## config.mk

```make
export PLATFORM = sky130hd
export DESIGN_NAME = jtag_tap_ctrl
export DESIGN_NICKNAME = d
export VERILOG_FILES = /design/src/rtl/jtag_tap_ctrl.sv
export SDC_FILE = /design/constraint.sdc
export NUM_CORES = 1
export LEC_CHECK = 0
export CAP_MARGIN = 20
export CORE_MARGIN = 3
export CORE_UTILIZATION = 41
export CTS_CLUSTER_DIAMETER = 60
export DETAILED_ROUTE_END_ITERATION = 8
export GPL_ROUTABILITY_DRIVEN = 0
export GPL_TIMING_DRIVEN = 1
export PLACE_DENSITY = 0.73
export SLEW_MARGIN = 20
export SYNTH_ARGS = -nofsm -noshare
export SYNTH_HDL_FRONTEND = slang
export SYNTH_SLANG_ARGS = --single-unit
```

## constraint.sdc

```tcl
create_clock -name clk -period 1.3 [get_ports clk]
set_clock_uncertainty 0.05 [all_clocks]
set_input_delay 0.195 -clock clk [delete_from_list [all_inputs] [get_ports clk]]
set_output_delay 0.195 -clock clk [all_outputs]
set_load 0.03 [all_outputs]
```

## src/rtl/jtag_tap_ctrl.sv

```systemverilog
// -----------------------------------------------------------------------------
// jtag_tap_ctrl
//
// IEEE 1149.1-style TAP controller. Runs the 16-state TAP FSM from TMS, holds
// the instruction register and decodes it into one-hot user-chain selects.
// It drives the shared scan strobes for the user chains and hosts the built-in
// BYPASS and (optionally) IDCODE data registers. TDO is muxed from the
// selected source.
//
// Optional feature macro: JTAG_TAP_IDCODE_EN
//   defined   : 32-bit IDCODE register present. Opcode 2**IR_WIDTH-2 selects
//               it, and reset/Test-Logic-Reset load that opcode.
//   undefined : no IDCODE register. Opcode 2**IR_WIDTH-2 acts as BYPASS, and
//               reset/Test-Logic-Reset load the BYPASS opcode (all ones).
//
// Ports:
//   clk           in   TCK; all state updates on the rising edge
//   reset         in   synchronous active-high reset (TRST equivalent)
//   tms, tdi      in   JTAG pins
//   tdo           out  JTAG TDO (0 when not shifting)
//   tdo_en        out  TDO drive enable, high only in Shift-DR / Shift-IR
//   chain_tck     out  clk forwarded to the user chains
//   chain_treset  out  high while in Test-Logic-Reset
//   chain_tdi     out  tdi forwarded to the user chains
//   chain_sel     out  [NUM_CHAINS] one-hot; bit k set when the IR holds opcode k
//   chain_shift   out  FSM in Shift-DR
//   chain_capture out  FSM in Capture-DR
//   chain_update  out  FSM in Update-DR
//   chain_tdo     in   [NUM_CHAINS] serial output of each user chain
//   ir_out        out  [IR_WIDTH] current (updated) instruction
// -----------------------------------------------------------------------------
module jtag_tap_ctrl #(
    parameter int unsigned NUM_CHAINS   = 4,
    parameter int unsigned IR_WIDTH     = 4,
    parameter logic [31:0] IDCODE_VALUE = 32'h1000_0001
) (
    input  logic                  clk,
    input  logic                  reset,
    input  logic                  tms,
    input  logic                  tdi,
    output logic                  tdo,
    output logic                  tdo_en,
    output logic                  chain_tck,
    output logic                  chain_treset,
    output logic                  chain_tdi,
    output logic [NUM_CHAINS-1:0] chain_sel,
    output logic                  chain_shift,
    output logic                  chain_capture,
    output logic                  chain_update,
    input  logic [NUM_CHAINS-1:0] chain_tdo,
    output logic [IR_WIDTH-1:0]   ir_out
);

    typedef enum logic [3:0] {
        TLR, RTI,
        SEL_DR, CAP_DR, SH_DR, EX1_DR, PAU_DR, EX2_DR, UPD_DR,
        SEL_IR, CAP_IR, SH_IR, EX1_IR, PAU_IR, EX2_IR, UPD_IR
    } state_e;

    localparam logic [IR_WIDTH-1:0] OP_BYPASS = '1;
    localparam logic [IR_WIDTH-1:0] OP_IDCODE = {{(IR_WIDTH-1){1'b1}}, 1'b0};
`ifdef JTAG_TAP_IDCODE_EN
    localparam logic [IR_WIDTH-1:0] OP_RESET  = OP_IDCODE;
`else
    localparam logic [IR_WIDTH-1:0] OP_RESET  = OP_BYPASS;
`endif

    state_e                state_q, state_d;
    logic [IR_WIDTH-1:0]   ir_q, ir_d;
    logic [IR_WIDTH-1:0]   ir_sr_q, ir_sr_d;
    logic                  bypass_q, bypass_d;

    // Instruction decode
    logic                  op_chain;
    logic                  op_idcode;
    logic                  op_bypass;
    logic                  sel_chain_tdo;

    // ---------------------------------------------------------------------
    // FSM: state register
    // ---------------------------------------------------------------------
    always_ff @(posedge clk) begin
        if (reset) state_q <= TLR;
        else       state_q <= state_d;
    end

    // ---------------------------------------------------------------------
    // FSM: next-state logic (standard TMS transitions)
    // ---------------------------------------------------------------------
    always_comb begin
        state_d = state_q;
        unique case (state_q)
            TLR:    state_d = tms ? TLR    : RTI;
            RTI:    state_d = tms ? SEL_DR : RTI;
            SEL_DR: state_d = tms ? SEL_IR : CAP_DR;
            CAP_DR: state_d = tms ? EX1_DR : SH_DR;
            SH_DR:  state_d = tms ? EX1_DR : SH_DR;
            EX1_DR: state_d = tms ? UPD_DR : PAU_DR;
            PAU_DR: state_d = tms ? EX2_DR : PAU_DR;
            EX2_DR: state_d = tms ? UPD_DR : SH_DR;
            UPD_DR: state_d = tms ? SEL_DR : RTI;
            SEL_IR: state_d = tms ? TLR    : CAP_IR;
            CAP_IR: state_d = tms ? EX1_IR : SH_IR;
            SH_IR:  state_d = tms ? EX1_IR : SH_IR;
            EX1_IR: state_d = tms ? UPD_IR : PAU_IR;
            PAU_IR: state_d = tms ? EX2_IR : PAU_IR;
            EX2_IR: state_d = tms ? UPD_IR : SH_IR;
            UPD_IR: state_d = tms ? SEL_DR : RTI;
            default: state_d = TLR;
        endcase
    end

    // ---------------------------------------------------------------------
    // Instruction decode (from the updated IR only, stable during DR scans)
    // ---------------------------------------------------------------------
    always_comb begin
        op_chain      = 1'b0;
        sel_chain_tdo = 1'b0;
        chain_sel     = '0;
        for (int k = 0; k < int'(NUM_CHAINS); k++) begin
            if (ir_q == IR_WIDTH'(k)) begin
                chain_sel[k]  = 1'b1;
                op_chain      = 1'b1;
                sel_chain_tdo = chain_tdo[k];
            end
        end
    end

`ifdef JTAG_TAP_IDCODE_EN
    assign op_idcode = (ir_q == OP_IDCODE);
`else
    assign op_idcode = 1'b0;
`endif
    // Unused opcodes fall through to BYPASS
    assign op_bypass = !op_chain && !op_idcode;

    // ---------------------------------------------------------------------
    // FSM: output decode (strobes and TDO mux)
    // ---------------------------------------------------------------------
    logic idcode_lsb;

    always_comb begin
        chain_treset  = (state_q == TLR);
        chain_capture = (state_q == CAP_DR);
        chain_shift   = (state_q == SH_DR);
        chain_update  = (state_q == UPD_DR);
        tdo_en        = (state_q == SH_DR) || (state_q == SH_IR);
        tdo           = 1'b0;
        if (state_q == SH_IR) begin
            tdo = ir_sr_q[0];
        end else if (state_q == SH_DR) begin
            if (op_chain)       tdo = sel_chain_tdo;
            else if (op_idcode) tdo = idcode_lsb;
            else                tdo = bypass_q;
        end
    end

    assign chain_tck = clk;
    assign chain_tdi = tdi;
    assign ir_out    = ir_q;

    // ---------------------------------------------------------------------
    // Instruction register and its shift stage
    // ---------------------------------------------------------------------
    always_comb begin
        ir_sr_d = ir_sr_q;
        ir_d    = ir_q;
        case (state_q)
            CAP_IR:  ir_sr_d = IR_WIDTH'(1);
            SH_IR:   ir_sr_d = {tdi, ir_sr_q[IR_WIDTH-1:1]};
            UPD_IR:  ir_d    = ir_sr_q;
            default: ;
        endcase
        // Entering (or sitting in) Test-Logic-Reset forces the default opcode
        if (state_d == TLR) ir_d = OP_RESET;
    end

    // ---------------------------------------------------------------------
    // BYPASS register
    // ---------------------------------------------------------------------
    always_comb begin
        bypass_d = bypass_q;
        if (op_bypass) begin
            if (state_q == CAP_DR)     bypass_d = 1'b0;
            else if (state_q == SH_DR) bypass_d = tdi;
        end
    end

    always_ff @(posedge clk) begin
        if (reset) begin
            ir_q     <= OP_RESET;
            ir_sr_q  <= '0;
            bypass_q <= 1'b0;
        end else begin
            ir_q     <= ir_d;
            ir_sr_q  <= ir_sr_d;
            bypass_q <= bypass_d;
        end
    end

    // ---------------------------------------------------------------------
    // IDCODE register
    // ---------------------------------------------------------------------
`ifdef JTAG_TAP_IDCODE_EN
    logic [31:0] idcode_q, idcode_d;

    always_comb begin
        idcode_d = idcode_q;
        if (op_idcode) begin
            if (state_q == CAP_DR)     idcode_d = IDCODE_VALUE;
            else if (state_q == SH_DR) idcode_d = {tdi, idcode_q[31:1]};
        end
    end

    always_ff @(posedge clk) begin
        if (reset) idcode_q <= '0;
        else       idcode_q <= idcode_d;
    end

    assign idcode_lsb = idcode_q[0];
`else
    // Without the IDCODE register the ID value has no sink
    logic idcode_unused;
    assign idcode_unused = ^IDCODE_VALUE;
    assign idcode_lsb    = 1'b0;
`endif

endmodule
```

# Word-level counts from Yosys, hierarchy flattened
# Cells that the tools add are included.
[op_classes]
reduce_logical = 11
n_eq_ne = 18
bitwise_logic = 1
n_mux = 30
[op_table]
columns = ["cell", "count"]
rows = [
  ["$pmux 4 s12", 1],
  ["$eq 4x4->1 const B", 8],
  ["$mux 1", 19],
  ["$eq 4x2->1 const B", 4],
  ["$eq 4x3->1 const B", 4],
  ["$mux 4", 4],
  ["$logic_not 4->1", 3],
  ["$eq 4x1->1 const B", 2],
  ["$pmux 4 s2", 1],
  ["$mux 2", 3],
  ["$mux 3", 2],
  ["$reduce_or 2->1", 3],
  ["$reduce_bool 2->1", 2],
  ["$reduce_or 3->1", 1],
  ["$reduce_and 2->1", 1],
  ["$logic_or 1x1->1", 1],
  ["$not 1->1", 1],
]
[totals]
reg_bits = 13
output_inout_bits = 16
inputBits = 8
word_cells = 64

# Depth between registers and ports, before layout
# Gate-level depths: netlist (run 1).
[logic_depth]
ltp_word = 8
depth_mapped = 5
depth_no_buf = 3

==> metrics.csv, run 1 <==
stage,metric,value,unit
final_layout,regArea,280,um^2
final_layout,stdcell_count,193,
timing,hold_viol,0,
synthesis,synth_edf_count,0,
final_layout,final_area,1720,um^2
floorplan,start_util,46.2,%
synthesis,synth_top_area_share,31.0,%
detailed_routing,first_pass_iters,5,
setup_path,worst_ep_arrival_time,1.74,ns
synthesis,seq_area_frac_synth,31.0,%
clocking,cts_tree,yes,
synthesis,ys_async_sr_fraction,0,%
final_layout,final_nets,177,
floorplan,die_w,51.3,um
floorplan,die_h,51.3,um
power_and_ir_drop,share_comb_of_total_power,28.9,%
final_layout,area_growth,105,%
setup_path,endpoint_kind,output port,
synthesis,syn_area_per_cell,7.93,um^2
final_layout,multiInputGateArea,689,um^2
power_and_ir_drop,p_total,1.30,mW
detailed_routing,ant_nets,0,
timing,tightest_slew,0.395,ns
power_and_ir_drop,pwr_density_cell,755,nW/um^2
place,hpwl,1790,um
synthesis,ys_warn_count,0,
timing,rsz0062_at_grt,yes,
floorplan,core.rowCount,15,
detailed_routing,detail_route.drc_violations,0,
setup_path,worstPathRequired,1.05,ns
timing,period_share,153,%
timing,setup_viol,21,
final_layout,drive_gt1_share,60.1,%
power_and_ir_drop,ir_drop,0.00140,V
floorplan,die_area,2630,um^2
timing,maxSlewHeadroom,73.3,%
power_and_ir_drop,switchingPower,0.461,mW
timing,finalWorstSetupSlack,-0.684,ns
timing,hold_slack,0.424,ns
power_and_ir_drop,p_int,0.839,mW
status,failed_checks,negative setup slack,
synthesis,yosys.area.top_type,dfxtp_1,
detailed_routing,post_drt_wl_per_cell,20.4,um
synthesis,synth.cell_area,841,um^2
setup_path,path_max_fanout,2,
final_layout,final_common_cell,buf_6,
place,dp.cells,171,
synthesis,synthFlopType,dfxtp_1,
place,placed_cell_area,1310,um^2
timing,fin_crit,1.98,ns
detailed_routing,routed_wl,3930,um
timing,tns,-4.27,ns
setup_path,path_class,flip-flop to output port,
synthesis,synth_seq_cells,13,
synthesis,synthTopCellsByArea,"dfxtp_1 31%, nand2_1 5.8%, mux2i_1 4.8%",
synthesis,post_synth_num_cell_types,38,
floorplan,core_area,1820,um^2
floorplan,num_io_pins,24,
clocking,hold_buffers,0,
grt,grt_max_degree,13,
hold_path,hp-class,flip-flop to flip-flop,
clocking,clkTransAtPathRegs,0.10,ns
power_and_ir_drop,p_seq_share,32.6,%
grt,gr-usage-all-layers,22.8,%
grt,grt_overflow_total,0,
detailed_routing,vias,1152,
run,cap_viol_max_count,0,
power_and_ir_drop,sw_frac_of_total,35.5,%
setup_path,worst_setup_path_start_kind,flip-flop,
final_layout,fillerInstances,48,
timing,maxSlewViolCount,0,
final_layout,n_antenna_cell,0,
final_layout,final_cell_mix,"32 x buf_6, 26 x buf_4, 10 x nand2_1, 7 x clkdlybuf4s50_1, 6 x clkbuf_4",
detailed_routing,avgViaCountPerCell,5.97,
detailed_routing,dr.first_iter.drc_count,105,
status,status,"finished, violations left",
synthesis,syn-num-nets,114,
clocking,clkLatencyLatePin,0.39,ns
power_and_ir_drop,p_leak,0.693,nW
grt,grt_pass1_vias,989,
place,portBuffers,23,
grt,grt_pass1_wl,4420,um
timing,max_freq,504,MHz
synthesis,syn_inst,106,
power_and_ir_drop,pwr-share-clk,38.5,%
grt,antenna_found_initial,0,
==> layout make-up <==
cell class / instances / share of cell area [%]
Sequential cell: 13 / 16.3
Timing Repair Buffer: 66 / 37.2
Multi-Input combinational cell: 75 / 40.1
Tap cell: 25 / 1.82
Clock buffer: 8 / 3.13
Inverter: 6 / 1.45
==> sequential cells by signal (all words and copies together) (netlist names) <==
signal    cells
bypass_q      1
state_q       4
ir_out        4
ir_sr_q       4
==> power by group through the flow <==
stage	Sequential (mW)	Combinational (mW)	Clock (mW)
4_1_cts	0.418	0.303	0.493
5_1_grt	0.426	0.393	0.521
2_1_floorplan	0.419	0.179	0.115
3_3_place_gp	0.428	0.251	0.128
3_5_place_dp	0.428	0.258	0.128
6_report	0.424	0.375	0.501
==> per-layer routing <==
layer  part of all wire [%]  routed length [um]  GRT usage [%]  vias to the layer above
li1                       -                   -              -                      506
met1                     39                1540           28.5                      542
met2                     50                1960           37.3                       85
met3                    8.2                 323           3.50                       19
met4                    2.9                 113           12.2                        0
met5                      0                   0              0                        -
==> worst max-delay path, stage by stage, from the launching register on <==
cell and delay, ns:
dfxtp_4 0.37, mux4_2 0.54, mux2i_4 0.18, o32ai_4 0.11, buf_6 0.16
==> stage by stage <==
step	setup slack (ns)	utilization, %
6_report	-0.684	94.5
5_1_grt	-0.732	94.5
4_1_cts	-0.666	84.8
3_5_place_dp	-0.528	71.9
3_3_place_gp	-0.504	71.9
2_1_floorplan	-0.241	-
==> cell families after synthesis <==
logic type / share of synthesized area [%]
and+or+nand+nor: 27.8
AOI/OAI and AO/OA: 20.5
buffers and inverters: 11.2
DFF: 31.0
muxes: 7.44
xor gates and xnor gates: 2.08
==> repair_timing <==
item,4_1_cts,5_1_grt
pin swaps,10,12
buffers inserted,9,6
setup endpoints to repair,20,24
hold endpoints to repair,0,0
resized for setup,43,27
==> final timing paths <==
path / end / slack [ns] / depth (start not counted) / from
worst max register to register: bypass_q / -0.18 / 4 / state_q[2]
worst min-delay path: ir_sr_q[1] / 0.42 / 2 / ir_sr_q[1]
worst min register to register: ir_sr_q[1] / 0.42 / 2 / ir_sr_q[1]
worst max-delay path: tdo / -0.68 / 4 / ir_out[0]
==> cell usage after synthesis, drive strengths merged, types with 2 or more instances <==
master	n
nor3b	2
nand3	5
o31a	2
nor2	7
clkbuf	2
nor2b	2
buf	10
o211ai	3
nand3b	4
a211oi	2
inv	6
nor3	3
a21oi	5
a31oi	2
nand2	13
dfxtp	13
mux2i	4
xor2	2
nor4	2
and3	2
No activity file was read; power rests on OpenSTA's default activity.
==> run 2, diff against run 1 <==
--- a/config.mk
+++ b/config.mk
@@ -7,12 +7,13 @@
 export LEC_CHECK = 0
 export CAP_MARGIN = 20
 export CORE_MARGIN = 3
-export CORE_UTILIZATION = 41
+export CORE_UTILIZATION = 54
 export CTS_CLUSTER_DIAMETER = 60
 export DETAILED_ROUTE_END_ITERATION = 8
+export DONT_BUFFER_PORTS = 1
 export GPL_ROUTABILITY_DRIVEN = 0
 export GPL_TIMING_DRIVEN = 1
-export PLACE_DENSITY = 0.73
+export PLACE_DENSITY = 0.72
 export SLEW_MARGIN = 20
 export SYNTH_ARGS = -nofsm -noshare
 export SYNTH_HDL_FRONTEND = slang
==> metrics.csv, run 2 <==
stage,metric,value,unit
status,status,aborted with a tool error,
status,failed_stage,4_1_cts,
status,stop_error,[ERROR DPL-0033] detailed placement checks failed during check placement.,
floorplan,die_w,45.5,um
floorplan,start_util,60.8,%
synthesis,syn_area_per_cell,7.93,um^2
synthesis,synth_edf_count,0,
clocking,htreeDepth,1,
place,placed_cell_area,1160,um^2
synthesis,synth_top_area_share,31.0,%
clocking,cts_root_buf,clkbuf_4,
synthesis,synth.cell_area,841,um^2
synthesis,post_synth_num_cell_types,38,
synthesis,synthFlopType,dfxtp_1,
floorplan,core.rowCount,13,
synthesis,ys_async_sr_fraction,0,%
synthesis,syn-num-nets,114,
clocking,hold_buffers,1,
clocking,clockBufferDepth,2,
clocking,cts_setup_buffers,8,
synthesis,syn_inst,106,
synthesis,synthTopCellsByArea,"dfxtp_1 31%, nand2_1 5.8%, mux2i_1 4.8%",
synthesis,synthTopCellsByCount,"13 x dfxtp_1, 13 x nand2_1, 7 x nor2_1",
clocking,clock_sinks,13,
place,hpwl,1660,um
synthesis,yosys.area.top_type,dfxtp_1,
clocking,cts_buffers,3,
floorplan,die_h,45.5,um
synthesis,synth_seq_cells,13,
synthesis,seq_area_frac_synth,31.0,%
clocking,cts_resized,34,
place,portBuffers,0,
floorplan,num_io_pins,24,
synthesis,ys_warn_count,0,
[run 2: kinds of logic after synthesis]
group / after synthesis / synth area share, %
multiplexers: 5 / 7.44
AND/OR/NAND/NOR: 45 / 27.8
buffers and inverters: 18 / 11.2
AO/OA/AOI/OAI: 23 / 20.5
flip-flops: 13 / 31.0
XOR/XNOR: 2 / 2.08
[run 2: stage by stage]
step                      utilization, %  std cells  hold slack (ns)  TNS, ns  setup WS [ns]
after detailed placement            83.8        142            0.145    -1.07         -0.271
after global placement              83.8        142            0.145   -0.901         -0.249
after floorplan                        -        106            0.277   -0.524         -0.241
==> run 3, diff against run 2 <==
--- a/config.mk
+++ b/config.mk
@@ -6,14 +6,13 @@
 export NUM_CORES = 1
 export LEC_CHECK = 0
 export CAP_MARGIN = 20
-export CORE_MARGIN = 3
-export CORE_UTILIZATION = 54
-export CTS_CLUSTER_DIAMETER = 60
+export CORE_AREA = 3 3 64 66
 export DETAILED_ROUTE_END_ITERATION = 8
+export DIE_AREA = 0 0 67 69
 export DONT_BUFFER_PORTS = 1
 export GPL_ROUTABILITY_DRIVEN = 0
 export GPL_TIMING_DRIVEN = 1
-export PLACE_DENSITY = 0.72
+export PLACE_DENSITY_LB_ADDON = 0.15
 export SLEW_MARGIN = 20
 export SYNTH_ARGS = -nofsm -noshare
 export SYNTH_HDL_FRONTEND = slang
==> constraint.sdc (replaced) <==
create_clock -name clk -period 1.7 [get_ports clk]
set_clock_uncertainty 0.05 [all_clocks]
set_input_delay 0.255 -clock clk [delete_from_list [all_inputs] [get_ports clk]]
set_output_delay 0.255 -clock clk [all_outputs]
set_load 0.03 [all_outputs]
==> metrics.csv, run 3 (synthesis gave the netlist of run 1 again) <==
stage,metric,value,unit
detailed_routing,first_pass_iters,4,
setup_path,path_class,flip-flop to output port,
grt,grt_pass1_wl,3470,um
place,placed_cell_area,1010,um^2
floorplan,die_area,4620,um^2
place,hpwl,1650,um
power_and_ir_drop,pwr_density_cell,694,nW/um^2
final_layout,final_cell_mix,"20 x buf_4, 13 x nand2_1, 12 x dfxtp_1, 7 x nor2_1, 6 x inv_1",
timing,max_freq,537,MHz
timing,setup_viol,1,
final_layout,final_common_cell,buf_4,
floorplan,core_area,3630,um^2
final_layout,drive_gt1_share,27.1,%
final_layout,area_growth,25.4,%
place,portBuffers,0,
place,dp.cells,162,
setup_path,worst_setup_path_start_kind,flip-flop,
setup_path,crit_chain,mux4_2 -> mux2i_2 -> o32ai_2 -> buf_4,
final_layout,final_area,1050,um^2
clocking,cts_buffers,3,
floorplan,core.rowCount,22,
final_layout,regArea,262,um^2
power_and_ir_drop,p_leak,0.405,nW
clocking,clockBufferDepth,2,
grt,antenna_found_initial,0,
final_layout,final_nets,127,
power_and_ir_drop,p_total,0.732,mW
detailed_routing,routed_wl,2180,um
detailed_routing,avgViaCountPerCell,4.76,
timing,hold_slack,0.0205,ns
final_layout,n_antenna_cell,0,
timing,maxSlewViolCount,0,
final_layout,stdcell_count,166,
setup_path,rrSetupSlack,0.27,ns
timing,finalWorstSetupSlack,-0.162,ns
setup_path,crit_start,ir_out[0],
hold_path,min_from,reset,
floorplan,start_util,23.1,%
hold_path,hp-class,input pin to flip-flop,
grt,gr-usage-all-layers,9.71,%
clocking,clock_sinks,13,
power_and_ir_drop,ir_drop,0.000427,V
run,cap_viol_max_count,0,
status,failed_checks,negative setup slack,
grt,grt_overflow_total,0,
clocking,cts_root_buf,clkbuf_8,
clocking,clkLatencyLatePin,0.24,ns
timing,rsz0062_at_grt,yes,
setup_path,crit_buf_inv,1,
final_layout,final_core_util,29.0,%
status,status,"finished, violations left",
detailed_routing,detail_route.drc_violations,0,
timing,hold_viol,0,
setup_path,critPathMaxStageDelay,0.51,ns
floorplan,die_w,67,um
setup_path,reg2reg_from,state_q[2],
setup_path,endpoint_kind,output port,
detailed_routing,vias,790,
clocking,clkTransAtPathRegs,0.06,ns
final_layout,fillerInstances,410,
grt,grt_max_degree,13,
clocking,cts_tree,yes,
setup_path,worstPathRequired,1.39,ns
setup_path,worst_ep_arrival_time,1.56,ns
timing,maxSlewHeadroom,79.5,%
setup_path,crit_slowest_cell,mux4_2,
timing,fin_crit,1.86,ns
detailed_routing,dr.first_iter.drc_count,33,
floorplan,die_h,69,um
setup_path,path_max_fanout,2,
final_layout,multiInputGateArea,515,um^2
detailed_routing,ant_nets,0,
clocking,cts_setup_buffers,0,
floorplan,num_io_pins,24,
timing,tightest_slew,0.304,ns
detailed_routing,post_drt_wl_per_cell,13.1,um
grt,grt_pass1_vias,716,
timing,period_share,110,%
clocking,htreeDepth,1,
setup_path,cp_top_family,multiplexers,
clocking,hold_buffers,0,
-- run 3: through the flow --
step,setup TNS [ns],setup slack [ns]
6_report,-0.162,-0.162
5_1_grt,-0.230,-0.227
4_1_cts,-0.190,-0.190
3_5_place_dp,0,0.0704
3_3_place_gp,0,0.0867
2_1_floorplan,0,0.0507
-- run 3: path summary, 6_finish.rpt --
| kind | end | depth (start not counted) |
|---|---|---|
| setup / recovery | tdo | 4 |
| hold / removal | ir_sr_q[3] | 1 |
| setup reg to reg | bypass_q | 3 |
| hold reg to reg | ir_sr_q[1] | 2 |
-- run 3: routing by layer --
| metal | wire (um) | vias to the layer above | global-route usage [%] |
|---|---|---|---|
| met2 | 946 | 26 | 14.0 |
| met1 | 1090 | 357 | 13.5 |
| met3 | 125 | 2 | 3.91 |
| met4 | 20 | 0 | 2.03 |
| li1 | - | 405 | - |
| met5 | 0 | - | 0 |
-- run 3: layout make-up --
class / instances / area share [%]
clock buffers: 4 / 4.27
inverters: 6 / 2.14
multi-input cells: 75 / 48.9
flip-flops and latches: 13 / 24.8
well taps: 48 / 5.69
repair buffers: 20 / 14.2
-- run 3: power by group --
group	internal (mW)	total [mW]	switching (mW)	leakage [nW]
clock	0.166	0.283	0.117	0.0228
combinational	0.0546	0.126	0.0716	0.278
sequential	0.312	0.323	0.0111	0.105
-- run 3: repair_timing --
| item | CTS | global route |
|---|---|---|
| endpoints found under the setup margin | 1 | 2 |
| gates resized for setup | 0 | 1 |
| pin swaps | 1 | 0 |
| hold endpoints to repair | 0 | 0 |
==> run 4, diff against run 3 <==
--- a/config.mk
+++ b/config.mk
@@ -11,7 +11,6 @@
 export DIE_AREA = 0 0 67 69
 export DONT_BUFFER_PORTS = 1
 export GPL_ROUTABILITY_DRIVEN = 0
-export GPL_TIMING_DRIVEN = 1
 export PLACE_DENSITY_LB_ADDON = 0.15
 export SLEW_MARGIN = 20
 export SYNTH_ARGS = -nofsm -noshare
==> results of run 4 <==
The final DEF is identical to that of run 3; final timing and power are the same.
==> RTL change, RTL diff (settings of run 4) <==
Build with the macro `JTAG_TAP_IDCODE_EN` defined.
--- a/src/rtl/jtag_tap_ctrl.sv
+++ b/src/rtl/jtag_tap_ctrl.sv
@@ -30,4 +30,6 @@
 //   ir_out        out  [IR_WIDTH] current (updated) instruction
 // -----------------------------------------------------------------------------
+`define JTAG_TAP_IDCODE_EN
+
 module jtag_tap_ctrl #(
     parameter int unsigned NUM_CHAINS   = 4,
Check against the original RTL: not equivalent (a bounded check fails within 4 cycles, from zero or initial values and one cycle with reset high).
==> RTL change against run 4 <==
  * The flow still finishes with violations (setup timing)
  * Routed wire length grew to 2.9 times the old value
  * Final area grew to 2.8 times the old value
  * Power grew to 2.9 times the old value
  * Count of clock-buffer cells in the layout rose by 1
  * Synthesized area increased to 2.8 times the old value
  * Fmax fell by 6.6%
  * Cell count rose by 98%
  * Sequential cell count increased by 32
  * Synthesized cell count up 140%
  * First-iteration DRC count increased to 4.0 times the old value
  * Hold slack lost 0.0048 ns
  * Sequential power grew to 3.3 times the old value
  * Worst setup slack got worse by 0.13 ns
==> RTL change: results (changes against run 4) <==
final number of setup-violating endpoints -> 5 (+4)
final routed wirelength across all metal layers -> 6310 um (+190%)
Vias/cell -> 6.13 (+29%)
post-DP HPWL -> 3370 um (+100%)
H-tree depth -> 2 (+1)
met3 capacity usage during global routing -> 0.0570 (+0.0179)
number of DRC markers after the initial detailed-route iteration -> 132 (+300%)
synthesized-area fraction occupied by ao, oa, aoi and oai cells -> 0.197 (-0.00794)
maximum ir drop on the vdd rail -> 0.779 mV (+83%)
multiplexer share of the synthesized area -> 0.0269 (-0.0475)
leading post-synthesis cells by cell area -> dfxtp_1 39%, nand3_2 12%, a21oi_2 9.8%
failing checks -> setup timing
wire length of the first global-routing pass -> 8560 um (+150%)
internal portion of total power -> 1.60 mW (+200%)
leakage -> 0.976 nW (+140%)
Worst R2R Path Depth -> 7 (+4)
number of nets produced by synthesis -> 264 (+130%)
share of final-layout standard cells stronger than drive strength 1 -> 0.502 (+0.231)
synth cell count leaders -> 45 x dfxtp_1, 39 x nand2_1, 28 x nand3_2
sequential cell area fraction in the yosys report -> 0.387 (+0.0778)
met1 Resource Use GR -> 0.294 (+0.159)
M2 GR Usage -> 0.365 (+0.225)
minimum setup slack in the final design -> -0.294 ns (-0.132 ns)
number of global-route vias before repair -> 1895 (+160%)
Cell variety after synth -> 45 (+18%)
relative max-transition margin -> 0.681 (-0.114)
largest incremental delay on the critical path -> 0.54 ns (+0.03 ns)
flop2flop setup slack -> -0.02 ns (-0.29 ns)
Synth Area in XOR/XNOR -> 0.00753 (-0.0133)
worst hold slack after final layout -> 0.0157 ns (-0.00481 ns)
Post-layout nets -> 288 (+130%)
CTS Buf Count -> 5 (+2)
result of the run -> complete, but fails checks
## RTL change: cell types whose count changed after synthesis, sizes merged, moves of 3 or more
cell	before	now
dfxtp	13	45
a21oi	5	36
clkbuf	2	5
nand3	5	34
nand2	13	39
o21ai	1	8
nor3	3	9
buf	10	22
## RTL change: routing by layer
metal / routed length [um] / vias up
met5: 0 / -
met4: 103 / 0
met3: 380 / 17
met2: 3250 / 63
met1: 2570 / 992
li1: - / 946
## RTL change: power groups by stage
stage,sequential [mW],combinational (mW),clock [mW]
6_report,1.07,0.232,0.826
5_1_grt,1.07,0.243,0.881
4_1_cts,1.07,0.183,0.817
3_5_place_dp,1.10,0.148,0
3_3_place_gp,1.10,0.142,0
2_1_floorplan,1.09,0.137,0.0881
## RTL change: final timing paths
kind | start | end
min reg2reg | ir_sr_q[1]$_SDFFE_PP0P_ | ir_sr_q[1]$_SDFFE_PP0P_
max reg2reg | state_q[1]$_SDFF_PP0_ | idcode_q[5]$_SDFFE_PP0P_
max | ir_out[0]$_SDFFE_PP0P_ | tdo
min | reset | state_q[2]$_SDFF_PP0_
## RTL change: metrics by stage
stage / power (mW) / instances / cell area [sq um] / util / setup WS, ns
2_1_floorplan: 1.32 / 256 / 2340 / - / -0.258
3_3_place_gp: 1.24 / 307 / 2510 / 0.691 / 0.0548
3_5_place_dp: 1.24 / 307 / 2510 / 0.691 / 0.00936
4_1_cts: 2.07 / 321 / 2720 / 0.748 / -0.252
5_1_grt: 2.20 / 329 / 2990 / 0.822 / -0.353
6_report: 2.13 / 329 / 2990 / 0.822 / -0.294
## RTL change: cell families after synthesis
group	after synthesis
compound gates	60
simple gates	109
flops	45
mux	5
xor+xnor	2
buf+inv	35
## RTL change: final cells by class
cell class	count	area [sq um]
Clock inverter	3	46.3
Sequential cell	45	915
Fill cell	209	646
Timing Repair Buffer	44	494
Multi-Input combinational cell	176	1370
Clock buffer	5	68.8
Tap cell	48	60.1
Inverter	8	38.8
## RTL change: timing repair
item	4_1_cts	5_1_grt
setup buffers	5	5
pin swaps	3	40
hold buffers	1	0
cloned	0	4
endpoints found under the hold margin	37	0
resized for setup	15	26
setup endpoints to repair	5	39
## RTL change: worst reg2reg max path: cells and delay by family (launching register included)
family	cells	cell delay, ns
DFF	1	0.37
and+or+nand+nor	2	0.34
AOI/OAI and AO/OA	2	0.51
buffers and inverters	3	0.41
